===== config.mk =====
export PLATFORM = sky130hd
export DESIGN_NAME = state_dump_unit
export DESIGN_NICKNAME = d
export VERILOG_FILES = /design/src/rtl/state_dump_unit.sv
export SDC_FILE = /design/constraint.sdc
export NUM_CORES = 1
export LEC_CHECK = 0
export CORE_MARGIN = 2
export CORE_UTILIZATION = 25
export DETAILED_ROUTE_END_ITERATION = 10
export DONT_BUFFER_PORTS = 1
export HOLD_SLACK_MARGIN = 0.02
export PLACE_DENSITY = 0.43
export REMOVE_ABC_BUFFERS = 1
export SLEW_MARGIN = 20
export SYNTH_ARGS = -nofsm -noshare
export SYNTH_HDL_FRONTEND = slang
export SYNTH_SLANG_ARGS = --single-unit

===== constraint.sdc =====
create_clock -name clk -period 4.81 [get_ports clk]
set_input_delay 0 -clock clk [delete_from_list [all_inputs] [get_ports clk]]
set_output_delay 0 -clock clk [all_outputs]
set_load 0.005 [all_outputs]

===== src/rtl/state_dump_unit.sv =====
// Post-run state reader: streams register file, then data memory, over valid/ready.
// Optional trailing checksum word when DUMP_CHECKSUM_EN is defined.
module state_dump_unit #(
  parameter int DATA_W = 32,
  parameter int REG_AW = 3,
  parameter int MEM_AW = 5
) (
  input  logic              clk,
  input  logic              rst,
  input  logic              start,
  output logic              busy,
  output logic              done,
  output logic [REG_AW-1:0] rf_addr,
  input  logic [DATA_W-1:0] rf_data,
  output logic [MEM_AW-1:0] dm_addr,
  input  logic [DATA_W-1:0] dm_data,
  output logic              out_valid,
  input  logic              out_ready,
  output logic [DATA_W-1:0] out_data,
  output logic [1:0]        out_tag,
  output logic [MEM_AW-1:0] out_index,
  output logic              out_last
);

  typedef enum logic [2:0] {
    S_IDLE,
    S_REG,
    S_MEM,
`ifdef DUMP_CHECKSUM_EN
    S_CSUM,
`endif
    S_FIN
  } state_t;

  localparam logic [1:0] TAG_REG = 2'b00;
  localparam logic [1:0] TAG_MEM = 2'b01;
`ifdef DUMP_CHECKSUM_EN
  localparam logic [1:0] TAG_CSUM = 2'b10;
`endif

  localparam logic [MEM_AW-1:0] REG_LAST =
    MEM_AW'((1 << REG_AW) - 1);
  localparam logic [MEM_AW-1:0] MEM_LAST = '1;

  state_t            state_q, state_d;
  logic [MEM_AW-1:0] ptr_q, ptr_d;
  logic              valid_q, valid_d;
  logic [DATA_W-1:0] data_q, data_d;
  logic [1:0]        tag_q, tag_d;
  logic [MEM_AW-1:0] index_q, index_d;
  logic              last_q, last_d;
  logic              done_q, done_d;
`ifdef DUMP_CHECKSUM_EN
  logic [DATA_W-1:0] sum_q, sum_d;
`endif

  logic load;
  logic accept;

  assign load   = !valid_q || out_ready;
  assign accept = valid_q && out_ready;

  always_comb begin
    state_d = state_q;
    ptr_d   = ptr_q;
    valid_d = valid_q;
    data_d  = data_q;
    tag_d   = tag_q;
    index_d = index_q;
    last_d  = last_q;
    done_d  = 1'b0;
`ifdef DUMP_CHECKSUM_EN
    sum_d   = sum_q;
`endif
    // A drained word clears valid unless a new one loads below.
    if (accept) valid_d = 1'b0;

    unique case (state_q)
      S_IDLE: begin
        if (start) begin
          state_d = S_REG;
          ptr_d   = '0;
`ifdef DUMP_CHECKSUM_EN
          sum_d   = '0;
`endif
        end
      end
      S_REG: begin
        if (load) begin
          valid_d = 1'b1;
          data_d  = rf_data;
          tag_d   = TAG_REG;
          index_d = ptr_q;
          last_d  = 1'b0;
`ifdef DUMP_CHECKSUM_EN
          sum_d   = sum_q + rf_data;
`endif
          if (ptr_q == REG_LAST) begin
            state_d = S_MEM;
            ptr_d   = '0;
          end else begin
            ptr_d = ptr_q + MEM_AW'(1);
          end
        end
      end
      S_MEM: begin
        if (load) begin
          valid_d = 1'b1;
          data_d  = dm_data;
          tag_d   = TAG_MEM;
          index_d = ptr_q;
`ifdef DUMP_CHECKSUM_EN
          last_d  = 1'b0;
          sum_d   = sum_q + dm_data;
`else
          last_d  = (ptr_q == MEM_LAST);
`endif
          if (ptr_q == MEM_LAST) begin
            ptr_d = '0;
`ifdef DUMP_CHECKSUM_EN
            state_d = S_CSUM;
`else
            state_d = S_FIN;
`endif
          end else begin
            ptr_d = ptr_q + MEM_AW'(1);
          end
        end
      end
`ifdef DUMP_CHECKSUM_EN
      S_CSUM: begin
        if (load) begin
          valid_d = 1'b1;
          data_d  = sum_q;
          tag_d   = TAG_CSUM;
          index_d = '0;
          last_d  = 1'b1;
          state_d = S_FIN;
        end
      end
`endif
      S_FIN: begin
        if (accept) begin
          state_d = S_IDLE;
          done_d  = 1'b1;
        end
      end
      default: state_d = S_IDLE;
    endcase
  end

  always_ff @(posedge clk) begin
    if (rst) begin
      state_q <= S_IDLE;
      ptr_q   <= '0;
      valid_q <= 1'b0;
      data_q  <= '0;
      tag_q   <= '0;
      index_q <= '0;
      last_q  <= 1'b0;
      done_q  <= 1'b0;
`ifdef DUMP_CHECKSUM_EN
      sum_q   <= '0;
`endif
    end else begin
      state_q <= state_d;
      ptr_q   <= ptr_d;
      valid_q <= valid_d;
      data_q  <= data_d;
      tag_q   <= tag_d;
      index_q <= index_d;
      last_q  <= last_d;
      done_q  <= done_d;
`ifdef DUMP_CHECKSUM_EN
      sum_q   <= sum_d;
`endif
    end
  end

  assign busy      = (state_q != S_IDLE);
  assign done      = done_q;
  assign rf_addr   = (state_q == S_REG) ? ptr_q[REG_AW-1:0] : '0;
  assign dm_addr   = (state_q == S_MEM) ? ptr_q : '0;
  assign out_valid = valid_q;
  assign out_data  = data_q;
  assign out_tag   = tag_q;
  assign out_index = index_q;
  assign out_last  = last_q;

endmodule


---- After elaboration in Yosys (flattened, before gate mapping) ----
Index checks and enable logic that the tools add are counted.
word-level totals
  logic and storage cells ................. 62
  flip-flop bits (word level) ............. 50
  input bits .............................. 68
  output and inout port bits .............. 51
cells by class
  equal/unequal tests ..................... 11
  reduce and logical (&&, ||, !) cells .... 13
  bitwise logic cells ..................... 1
  add/subtract/negate cells ............... 1
  multiplexer cells ....................... 28
operator list
  cell                                                  number
  two-way mux 32 bit                                    2
  case mux 32 bit (2 select lines)                      1
  two-way mux 5 bit                                     6
  two-way mux 3 bit                                     7
  case mux 5 bit (3 select lines)                       1
  != test 2 bit (second input constant)                 6
  case mux 3 bit (4 select lines)                       1
  equality test 3 x 2 -> 1 bit (second input constant)  2
  two-way mux 1 bit                                     6
  AND reduction 6 bit                                   1
  nonzero test 3 bit                                    2
  adder 5 x 1 -> 5 bit (second input constant)          1
  equality test 5 x 3 -> 1 bit (second input constant)  1
  equality test 5 bit (second input constant)           1
  two-way mux 2 bit                                     2
  case mux 2 bit (2 select lines)                       1
  AND reduction 4 bit                                   1
  OR reduction 2 bit                                    2
  equality test 3 x 1 -> 1 bit (second input constant)  1
  zero test 3 bit                                       1
  AND reduction 3 bit                                   1
  case mux 1 bit (2 select lines)                       1
  AND reduction 2 bit                                   1
  nonzero test 2 bit                                    1
  4 further kinds                                       4

---- Longest topological paths before layout ----
Gate-level depths: netlist (run 1).
  depth after elaboration ................. 4
  gate-level depth with buffers ........... 8

---- Worst setup path after synthesis (run 1) ----
Ideal clock, no wire load.
  kind .................................... flip-flop to flip-flop
  from .................................... register state_q[0]
  to ...................................... register ptr_q[2]
  setup slack ............................. 2,793 ps
  stages on the path, launching flop included .. 8
  path buffers ............................ 1
  required time ........................... 4,736 ps
  arrival ................................. 1,943 ps
  path through ............................ dfxtp_1 inv_1 ha_1 buf_6 or2_1 a211o_1 or4_1 a31oi_1
between the ends
  word-level cells in the longest chain between the ends .. 3
  elaborated cells between the ends (all ways) .. 9
RTL lines
  element                                                               RTL line  source
  from (decl)                                                           45        state_t state_q, state_d;
  from (signal assigned)                                                166       state_q <= state_d;
  equality test 3 x 2 -> 1 bit (tied with other cells)                  78        unique case (state_q)
  != test 2 bit (no source line) or nonzero test 3 bit (tied branches)  n/a
  AND reduction 4 bit (no source line)                                  n/a
  to (signal assigned)                                                  167       ptr_q <= ptr_d;
  to (decl)                                                             46        logic [MEM_AW-1:0] ptr_q, ptr_d;
Several ways; a longest one is shown, not always the timed one.
A chain may end at the register's enable or synchronous reset.

---- Worst setup path after layout (run 1) ----
  from .................................... register state_q[0]
  to ...................................... register data_q[24], in the netlist out_data[24]
between the ends
  word-level cells in the longest chain between the ends .. 3
  elaborated cells between the ends (all ways) .. 7
RTL lines
  element                                                                       RTL line  source
  equality test 3 x 2 -> 1 bit or equality test 3 x 1 -> 1 bit (tied branches)  78
  != test 2 bit (no source line) or nonzero test 2 bit (tied branches)          n/a
  AND reduction 3 bit (no source line)                                          n/a
  to (signal assigned)                                                          169       data_q <= data_d;
  to (decl)                                                                     48        logic [DATA_W-1:0] data_q, data_d;
Several ways; a longest one is shown, not always the timed one.

==> results of run 1 <==
[stage by stage]
stage               total power [uW]  hold slack (ns)  setup WS (ns)  util (%)  instances
floorplan                       1170           0.0691          0.499         -        229
global placement                1310           0.0785           2.66      26.7        339
detailed placement              1320           0.0790           2.57      26.7        339
CTS                             1750            0.199           1.83      36.0        415
global route                    1890            0.259           1.62      36.0        415
finish                          1740            0.223           1.80      36.0        415
[critical path, stage by stage, from the launching register on]
cell and delay (ns):
dfxtp_1 0.35, inv_1 0.11, ha_2 0.43, buf_4 0.51, mux2i_1 0.25, dlygate4sd3_1 0.56, a211oi_1 0.06, dlygate4sd3_1 0.58
[timing repair]
action                                  in CTS  in global routing
hold buffers                                70                  0
endpoints found under the hold margin       46                  0
endpoints found under the setup margin       0                  0
[routing by layer]
layer	vias to the layer above	wire, um	global-route usage [%]
li1	1000	-	-
met1	966	2490	15.2
met2	95	3210	22.7
met3	6	587	4.82
met4	0	73	3.79
met5	-	0	0
[kinds of logic (layout without fill, tap and decap cells)]
family | count (synthesis) | after routing | share of synthesized area (%)
buffers and inverters | 24 | 82 | 4.55
other | 1 | 1 | 0.166
DFF | 48 | 48 | 42.6
muxes | 34 | 34 | 15.1
AOI/OAI and AO/OA | 53 | 53 | 16.7
and+or+nand+nor | 82 | 82 | 16.9
adders and majority gates | 7 | 7 | 3.88
[where the power goes]
part	internal, uW	leakage (uW)	switching, uW
sequential	555	0.000393	131
combinational	354	0.000666	417
clock	150	0.0000501	134
[layout make-up]
type | count | share of cell area [%]
Inverter | 4 | 0.479
Clock buffer | 5 | 2.19
Clock inverter | 1 | 0.957
Sequential cell | 48 | 30.6
Multi-Input combinational cell | 177 | 38.3
Tap cell | 108 | 4.31
Timing Repair Buffer | 72 | 23.1
[worst max path at each step]
stage	startpoint	end	slack [ns]	depth (start not counted)
after CTS	state_q[0]	out_data[24]	1.83	7
final	state_q[0]	out_data[24]	1.80	7
after floorplan	state_q[0]	out_data[0]	0.50	5
after global routing	state_q[0]	out_data[31]	1.62	7
after global placement	state_q[1]	ptr_q[2]	2.66	6
after detailed placement	state_q[0]	out_data[22]	2.57	7
[flip-flops by register name, indices dropped and copies added (netlist names)]
| signal | flops |
|---|---|
| out_last | 1 |
| out_valid | 1 |
| out_index | 5 |
| out_data | 32 |
| ptr_q | 5 |
| done | 1 |
| state_q | 2 |
| out_tag | 1 |
[cell usage in the layout (no fill, tap or decap), drive strengths merged, types with 2 or more instances in the layout]
| master | netlist | final |
|---|---|---|
| dlygate4sd3 | 0 | 69 |
| dfxtp | 48 | 48 |
| nor2 | 40 | 40 |
| mux2i | 33 | 33 |
| a211oi | 33 | 33 |
| nand2 | 12 | 12 |
| a21oi | 10 | 10 |
| and2 | 8 | 8 |
| nand3 | 8 | 8 |
| ha | 7 | 7 |
| clkbuf | 16 | 5 |
| inv | 4 | 4 |
| nor2b | 3 | 3 |
| nand2b | 3 | 3 |
| buf | 4 | 3 |
| o21ai | 2 | 2 |
==> impl_metrics.json, run 1 <==
{
  "h-tree-depth": 2,
  "whs_path_depth": 4,
  "r2r_end": "out_data[24]",
  "grt_max_degree": 53,
  "hpwl_mm": 3.85,
  "clkLatencyLatePin_ns": 0.30,
  "p_leak_uw": 0.00111,
  "drt_iter0_drc": 52,
  "final_max_slew_viol_count": 0,
  "cp.required_ns": 5.00,
  "slew_headroom_pct": 60.8,
  "rsz0062_at_grt": "false",
  "yosysWarnings": 0,
  "drc": 0,
  "arrival_ns": 3.19,
  "synth.avg_cell_area_um2": 9.05,
  "vdd_drop_max_mv": 0.195,
  "syn_inst": 249,
  "numCtsBuffers": 5,
  "dr.pass1.iters": 4,
  "cts_sinks": 48,
  "coreArea_um2": 8720,
  "reg2reg_depth": 7,
  "chipWidth_um": 99.0,
  "end_kind": "register",
  "multi_input_area_um2": 1200,
  "grt_pass1_vias": 2064,
  "vias_per_cell": 4.98,
  "ant_nets": 0,
  "tns_ns": 0,
  "cp-start-kind": "register",
  "setup-violations-final": 0,
  "synth_cell_types": 36,
  "final_area_um2": 3140,
  "r2r_setup_slack_ns": 1.80,
  "min_to": "ptr_q[4]",
  "globalRouteTotalUtil_pct": 13.1,
  "cts_tree": "built",
  "post-synth-top-area-cell": "dfxtp_1",
  "post_cts_buffers": 0,
  "fmax_ghz": 0.333,
  "root_buffer": "clkbuf_8",
  "overflow": 0,
  "grt_pass1_wl_mm": 10.4,
  "crit_fanout": 28,
  "netlist_area_um2": 2250,
  "insertedDiodeCount": 0,
  "area_delta_synth_final_pct": 39.1,
  "cts_resized": 0,
  "path_clk_slew_ns": 0.09,
  "synth_async_sr_flop_share_pct": 0,
  "ys_seq_area_share_pct": 42.6,
  "wl_per_cell_um": 15.3,
  "die_h_um": 99.0,
  "hold_viol": 0,
  "post_route_cells_drive_above_1_share_pct": 3.91,
  "worst_pin_slew_ns": 0.586,
  "maxCapViolCount": 0,
  "portBuffers": 0,
  "fin_crit_ns": 3.01,
  "synth_commonest_cells": "48 x dfxtp_1, 40 x nor2_1, 33 x a211oi_1, 33 x mux2i_1, 16 x clkbuf_1",
  "synth_edf_count": 0,
  "status": "complete, no violations",
  "hold_start": "start",
  "powerDensity_nw_per_um2": 555,
  "skew_ns": 0.00579,
  "min_period_over_period_pct": 62.5,
  "placementRows": 34,
  "synth.most_common_cell": "dfxtp_1",
  "cts_max_path_buffers": 2,
  "ys_top_cells_by_area": "dfxtp_1 43%, mux2i_1 15%, a211oi_1 11%",
  "crit_type": "reg2reg",
  "fillCellCount": 885,
  "synth_top_area_share_pct": 42.6,
  "reg2reg_from": "state_q[0]",
  "die_area_um2": 9790,
  "fin_nets": 383,
  "pin_count": 119,
  "vias": 2067,
  "regArea_um2": 961,
  "min_path_type": "in2reg",
  "synth-seq-cells": 48,
  "initial_core_util_pct": 25.9,
  "place.gp.congestion": 0.731,
  "routed_wl_mm": 6.37,
  "dpl_cell_area_um2": 2330,
  "synth-main-ff-cell": "dfxtp_1",
  "antenna_found_initial": 0
}
Power figures use the tool's default switching activity.
==> run 2: changes to the inputs <==
PLACE_DENSITY = 0.45   (was 0.43)
clock period = 2.62 ns   (was 4.81 ns; I/O delays follow)
==> run 2 against run 1 <==
The run now ends with hold timing left. Die area did not move. First-iteration DRC count rose by 3.8%. Worst hold slack got worse by 0.23 ns. Setup slack got worse by 1.6 ns. Clock skew rose by 0.0014 ns. Non-clock buffer count fell by 5. Combinational power rose by 82%. Via count fell by 3.1%. Wire length rose by 0.24%.
==> impl_metrics.json, run 2 (synthesis results as in run 1) <==
{
  "status": "complete, but fails checks",
  "violations": "hold timing",
  "die_area_um2": 9790,
  "drc": 0,
  "fin_crit_ns": 2.40,
  "placementRows": 34,
  "dr.pass1.iters": 4,
  "antenna_found_initial": 0,
  "grt_pass1_wl_mm": 10.2,
  "rsz0062_at_grt": "false",
  "wl_per_cell_um": 15.5,
  "root_buffer": "clkbuf_8",
  "vias": 2003,
  "switching_share_pct": 38.6,
  "pin_count": 119,
  "crit_type": "reg2reg",
  "clockPowerShare_pct": 18.0,
  "fin_nets": 378,
  "p_sw_uw": 1250,
  "die_h_um": 99.0,
  "cts_max_path_buffers": 2,
  "grt_max_degree": 51,
  "fmax_ghz": 0.417,
  "numCtsBuffers": 5,
  "cp.required_ns": 2.82,
  "cp-start-kind": "register",
  "pwr-share-seq_pct": 38.8,
  "portBuffers": 0,
  "coreArea_um2": 8720,
  "min_path_type": "in2reg",
  "cts_tree": "built",
  "worst_pin_slew_ns": 0.515,
  "h-tree-depth": 2,
  "routed_wl_mm": 6.38,
  "stdcell_count": 412,
  "initial_core_util_pct": 25.9,
  "ant_nets": 0,
  "hold_viol": 1,
  "timing.hold.ws_ns": -0.00309,
  "slew_headroom_pct": 65.6,
  "globalRouteTotalUtil_pct": 13.0,
  "vdd_drop_max_mv": 0.461,
  "mostFrequentLayoutCell": "dlygate4sd3_1",
  "pwr-share-comb_pct": 43.1,
  "place_inst": 339,
  "fillCellCount": 861,
  "path_clk_slew_ns": 0.09,
  "crit_fanout": 28,
  "skew_ns": 0.00715,
  "arrival_ns": 2.60,
  "chipWidth_um": 99.0,
  "setup-violations-final": 0,
  "vias_per_cell": 4.86,
  "crit_chain": "inv_1 > ha_2 > buf_6 > mux2i_1 > dlygate4sd3_1 > a211oi_1",
  "final_max_slew_viol_count": 0,
  "maxCapViolCount": 0,
  "place.gp.congestion": 0.711,
  "p_leak_uw": 0.00110,
  "grt_pass1_vias": 2040,
  "post_route_cells_drive_above_1_share_pct": 4.61,
  "critPathMaxStageDelay_ns": 0.57,
  "area_delta_synth_final_pct": 38.8,
  "final_cell_mix": "64 x dlygate4sd3_1, 48 x dfxtp_1, 39 x nor2_1, 33 x mux2i_1, 33 x a211oi_1",
  "setup_ws_ns": 0.220,
  "min_period_over_period_pct": 91.6,
  "largest_reg_flops": 32,
  "insertedDiodeCount": 0,
  "hpwl_mm": 3.79,
  "cts_sinks": 48,
  "clkLatencyLatePin_ns": 0.29,
  "place_ws_ns": 0.455,
  "crit_slowest_cell": "dlygate4sd3_1",
  "p_int_uw": 1990,
  "end_kind": "register",
  "overflow": 0,
  "powerDensity_nw_per_um2": 1040,
  "drt_iter0_drc": 54
}
-- run 2: cell types whose count changed in the layout (fill, tap and decap cells not counted) --
cell	change
clkbuf_8	+2
buf_6	+1
dlygate4sd3_1	-5
buf_12	+1
buf_4	-2
-- run 2: stage by stage --
stage	cell area (um2)	total power (uW)	setup TNS [ns]	utilization, %
6_report	3130	3240	0	35.9
5_1_grt	3130	3490	0	35.9
4_1_cts	3130	3250	0	35.9
3_5_place_dp	2340	2450	0	26.8
3_3_place_gp	2340	2430	0	26.8
2_1_floorplan	2170	2160	-54.21	-
-- run 2: area by class of cell --
type                    instances  area [um2]  share of cell area [%]
clock buffers                   7        96.3                    3.08
inverters                       4        15.0                   0.480
well taps                     108         135                    4.32
flip-flops and latches         48         961                    30.7
clock inverters                 1        30.0                   0.959
multi-input cells             177        1200                    38.4
repair buffers                 67         692                    22.1
-- run 2: final timing paths --
| check | start | to | slack [ns] | cells after the start |
|---|---|---|---|---|
| min reg2reg | out_index[1] | out_index[1] | 0.48 | 2 |
| max | state_q[0] | out_data[15] | 0.22 | 6 |
| min | rf_data[23] | out_data[23] | -0.003 | 2 |
| max reg2reg | state_q[0] | out_data[15] | 0.22 | 6 |
-- run 2: worst max-delay path: cells and delay by family, from the launching register on --
family          cells  cell delay (ns)
compound gates      1             0.29
mux                 1             0.13
fa+ha+maj           1             0.44
buf+inv             3             1.07
flops               1             0.35
-- run 2: routing by layer --
metal	vias to the layer above	track usage, %	part of all wire (%)
met5	-	0	0
met1	921	14.8	41
met2	87	23.9	50
met3	2	4.11	8.2
li1	993	-	-
met4	0	2.85	0.49
-- run 2: power by group through the flow --
stage,logic (uW),clock network [uW],registers (uW)
finish,1400,584,1260
global route,1560,636,1300
CTS,1380,609,1260
detailed placement,1170,0,1270
global placement,1150,0,1280
floorplan,953,0,1200
-- run 2: timing repair --
item,4_1_cts,5_1_grt
setup buffers,0,0
endpoints found under the hold margin,46,0
hold buffers,65,0
gates resized for setup,0,1
endpoints found under the setup margin,0,11
==> run 3: changes to the inputs <==
CORE_UTILIZATION = 50   (was 25)
PLACE_DENSITY = 0.73   (was 0.45)
==> run 3 against run 2 <==
The run now ends clean. Flip-flop and latch count stayed put. Global-route usage is 12 points higher. Wire length is 4.6% lower. Via count is 3.5% higher. Count of clock-buffer cells in the layout stayed put. Fmax is 0.53% higher. Critical path depth stayed put. Final cell count is 13% lower. Sequential power hardly changed. First-iteration DRC count is 150% higher. Critical endpoint is now out_data[17]. Largest cell class unchanged.
==> impl_metrics.json, run 3 (synthesis results as in run 1) <==
{
  "vias_per_cell": 5.79,
  "regArea_um2": 961,
  "portBuffers": 0,
  "cts_tree": "built",
  "fin_nets": 381,
  "placementRows": 24,
  "hold_start": "start",
  "fin_crit_ns": 2.39,
  "fillCellCount": 287,
  "end_kind": "register",
  "insertedDiodeCount": 0,
  "pin_count": 119,
  "globalRouteTotalUtil_pct": 25.2,
  "multi_input_area_um2": 1200,
  "fmax_ghz": 0.419,
  "chipWidth_um": 71.2,
  "reg2reg_from": "state_q[0]",
  "clkLatencyLatePin_ns": 0.29,
  "die_h_um": 71.2,
  "place.gp.congestion": 0.745,
  "status": "complete, no violations",
  "cp-endpoint": "out_data[17]",
  "crit_type": "reg2reg",
  "wl_per_cell_um": 17.0,
  "mostFrequentLayoutCell": "dlygate4sd3_1",
  "grt_max_degree": 65,
  "routed_wl_mm": 6.09,
  "coreArea_um2": 4350,
  "vias": 2074,
  "timing.hold.ws_ns": 0.219,
  "grt_pass1_wl_mm": 10.1,
  "antenna_found_initial": 0,
  "reg2reg_depth": 6,
  "crit_fanout": 43,
  "power_uw": 3150,
  "setup-violations-final": 0,
  "final_area_um2": 3060,
  "cts_sinks": 48,
  "min_period_over_period_pct": 91.1,
  "maxCapViolCount": 0,
  "drc": 0,
  "root_buffer": "clkbuf_8",
  "numCtsBuffers": 5,
  "hpwl_mm": 3.29,
  "grt_pass1_vias": 2083,
  "tns_ns": 0,
  "whs_path_depth": 4,
  "cts_max_path_buffers": 2,
  "area_delta_synth_final_pct": 35.6,
  "skew_ns": 0.00299,
  "dpl_cell_area_um2": 2270,
  "vdd_drop_max_mv": 0.585,
  "startpoint": "state_q[0]",
  "powerDensity_nw_per_um2": 1030,
  "largest_reg_flops": 32,
  "drt_iter0_drc": 134,
  "initial_core_util_pct": 51.8,
  "min_path_type": "in2reg",
  "overflow": 0,
  "path_clk_slew_ns": 0.08,
  "cp-start-kind": "register",
  "r2r_setup_slack_ns": 0.23,
  "ant_nets": 0,
  "slew_headroom_pct": 57.2,
  "cp.required_ns": 2.79,
  "dr.pass1.iters": 4,
  "post_route_cells_drive_above_1_share_pct": 4.25,
  "final_cell_mix": "67 x dlygate4sd3_1, 48 x dfxtp_1, 39 x nor2_1, 33 x mux2i_1, 33 x a211oi_1",
  "final_max_slew_viol_count": 0,
  "r2r_end": "out_data[17]",
  "rsz0062_at_grt": "false",
  "h-tree-depth": 2,
  "arrival_ns": 2.56,
  "utilization_pct": 70.2,
  "p_leak_uw": 0.00110,
  "die_area_um2": 5060,
  "hold_viol": 0,
  "worst_pin_slew_ns": 0.642
}
-- run 3: cell count changes in the layout (fill, tap and decap cells not counted), sizes merged --
cell,delta
dlygate4sd3,+3
bufinv,-1
-- run 3: per-layer routing --
metal | share of wire [%] | wire [um] | GRT usage [%] | up-vias
met3 | 8.4 | 509 | 7.83 | 17
met5 | 0 | 0 | 0 | -
met2 | 50 | 3020 | 42.2 | 104
met1 | 40 | 2410 | 30.0 | 954
li1 | - | - | - | 999
met4 | 2.5 | 150 | 9.85 | 0
-- run 3: area by class of cell --
class / instances / share of cell area, %
inverters: 4 / 0.491
repair buffers: 70 / 23.5
clock buffers: 7 / 3.15
well taps: 52 / 2.13
multi-input cells: 177 / 39.3
flip-flops and latches: 48 / 31.4
-- run 3: power by group --
part | internal [uW] | switching (uW) | total (uW)
clock | 235 | 224 | 460
sequential | 1020 | 258 | 1280
combinational | 639 | 774 | 1410
total | 1890 | 1260 | 3150
-- run 3: stage by stage --
stage                     worst slack [ns]  std cells
after CTS                            0.360        358
after global routing                 0.116        358
final                                0.233        358
after detailed placement             0.459        283
after floorplan                      -1.69        229
after global placement               0.529        283
-- run 3: worst max-delay path: stages, from the launching register on --
cell and delay, ns:
dfxtp_1 0.34, inv_1 0.11, ha_2 0.18, buf_4 0.52
mux2i_1 0.15, dlygate4sd3_1 0.60, a211oi_1 0.34
-- run 3: what timing repair did --
item | CTS | global route
buffers inserted | 0 | 0
gates resized for setup | 0 | 0
hold buffers | 68 | 0
endpoints found under the hold margin | 46 | 0
-- run 3: worst min-delay path by stage --
| stage | end | slack [ns] |
|---|---|---|
| finish | ptr_q[4] | 0.22 |
| global route | state_q[0] | 0.23 |
| CTS | ptr_q[4] | 0.19 |
| detailed placement | out_data[1] | 0.08 |
| global placement | out_data[15] | 0.08 |
| floorplan | out_index[0] | 0.07 |
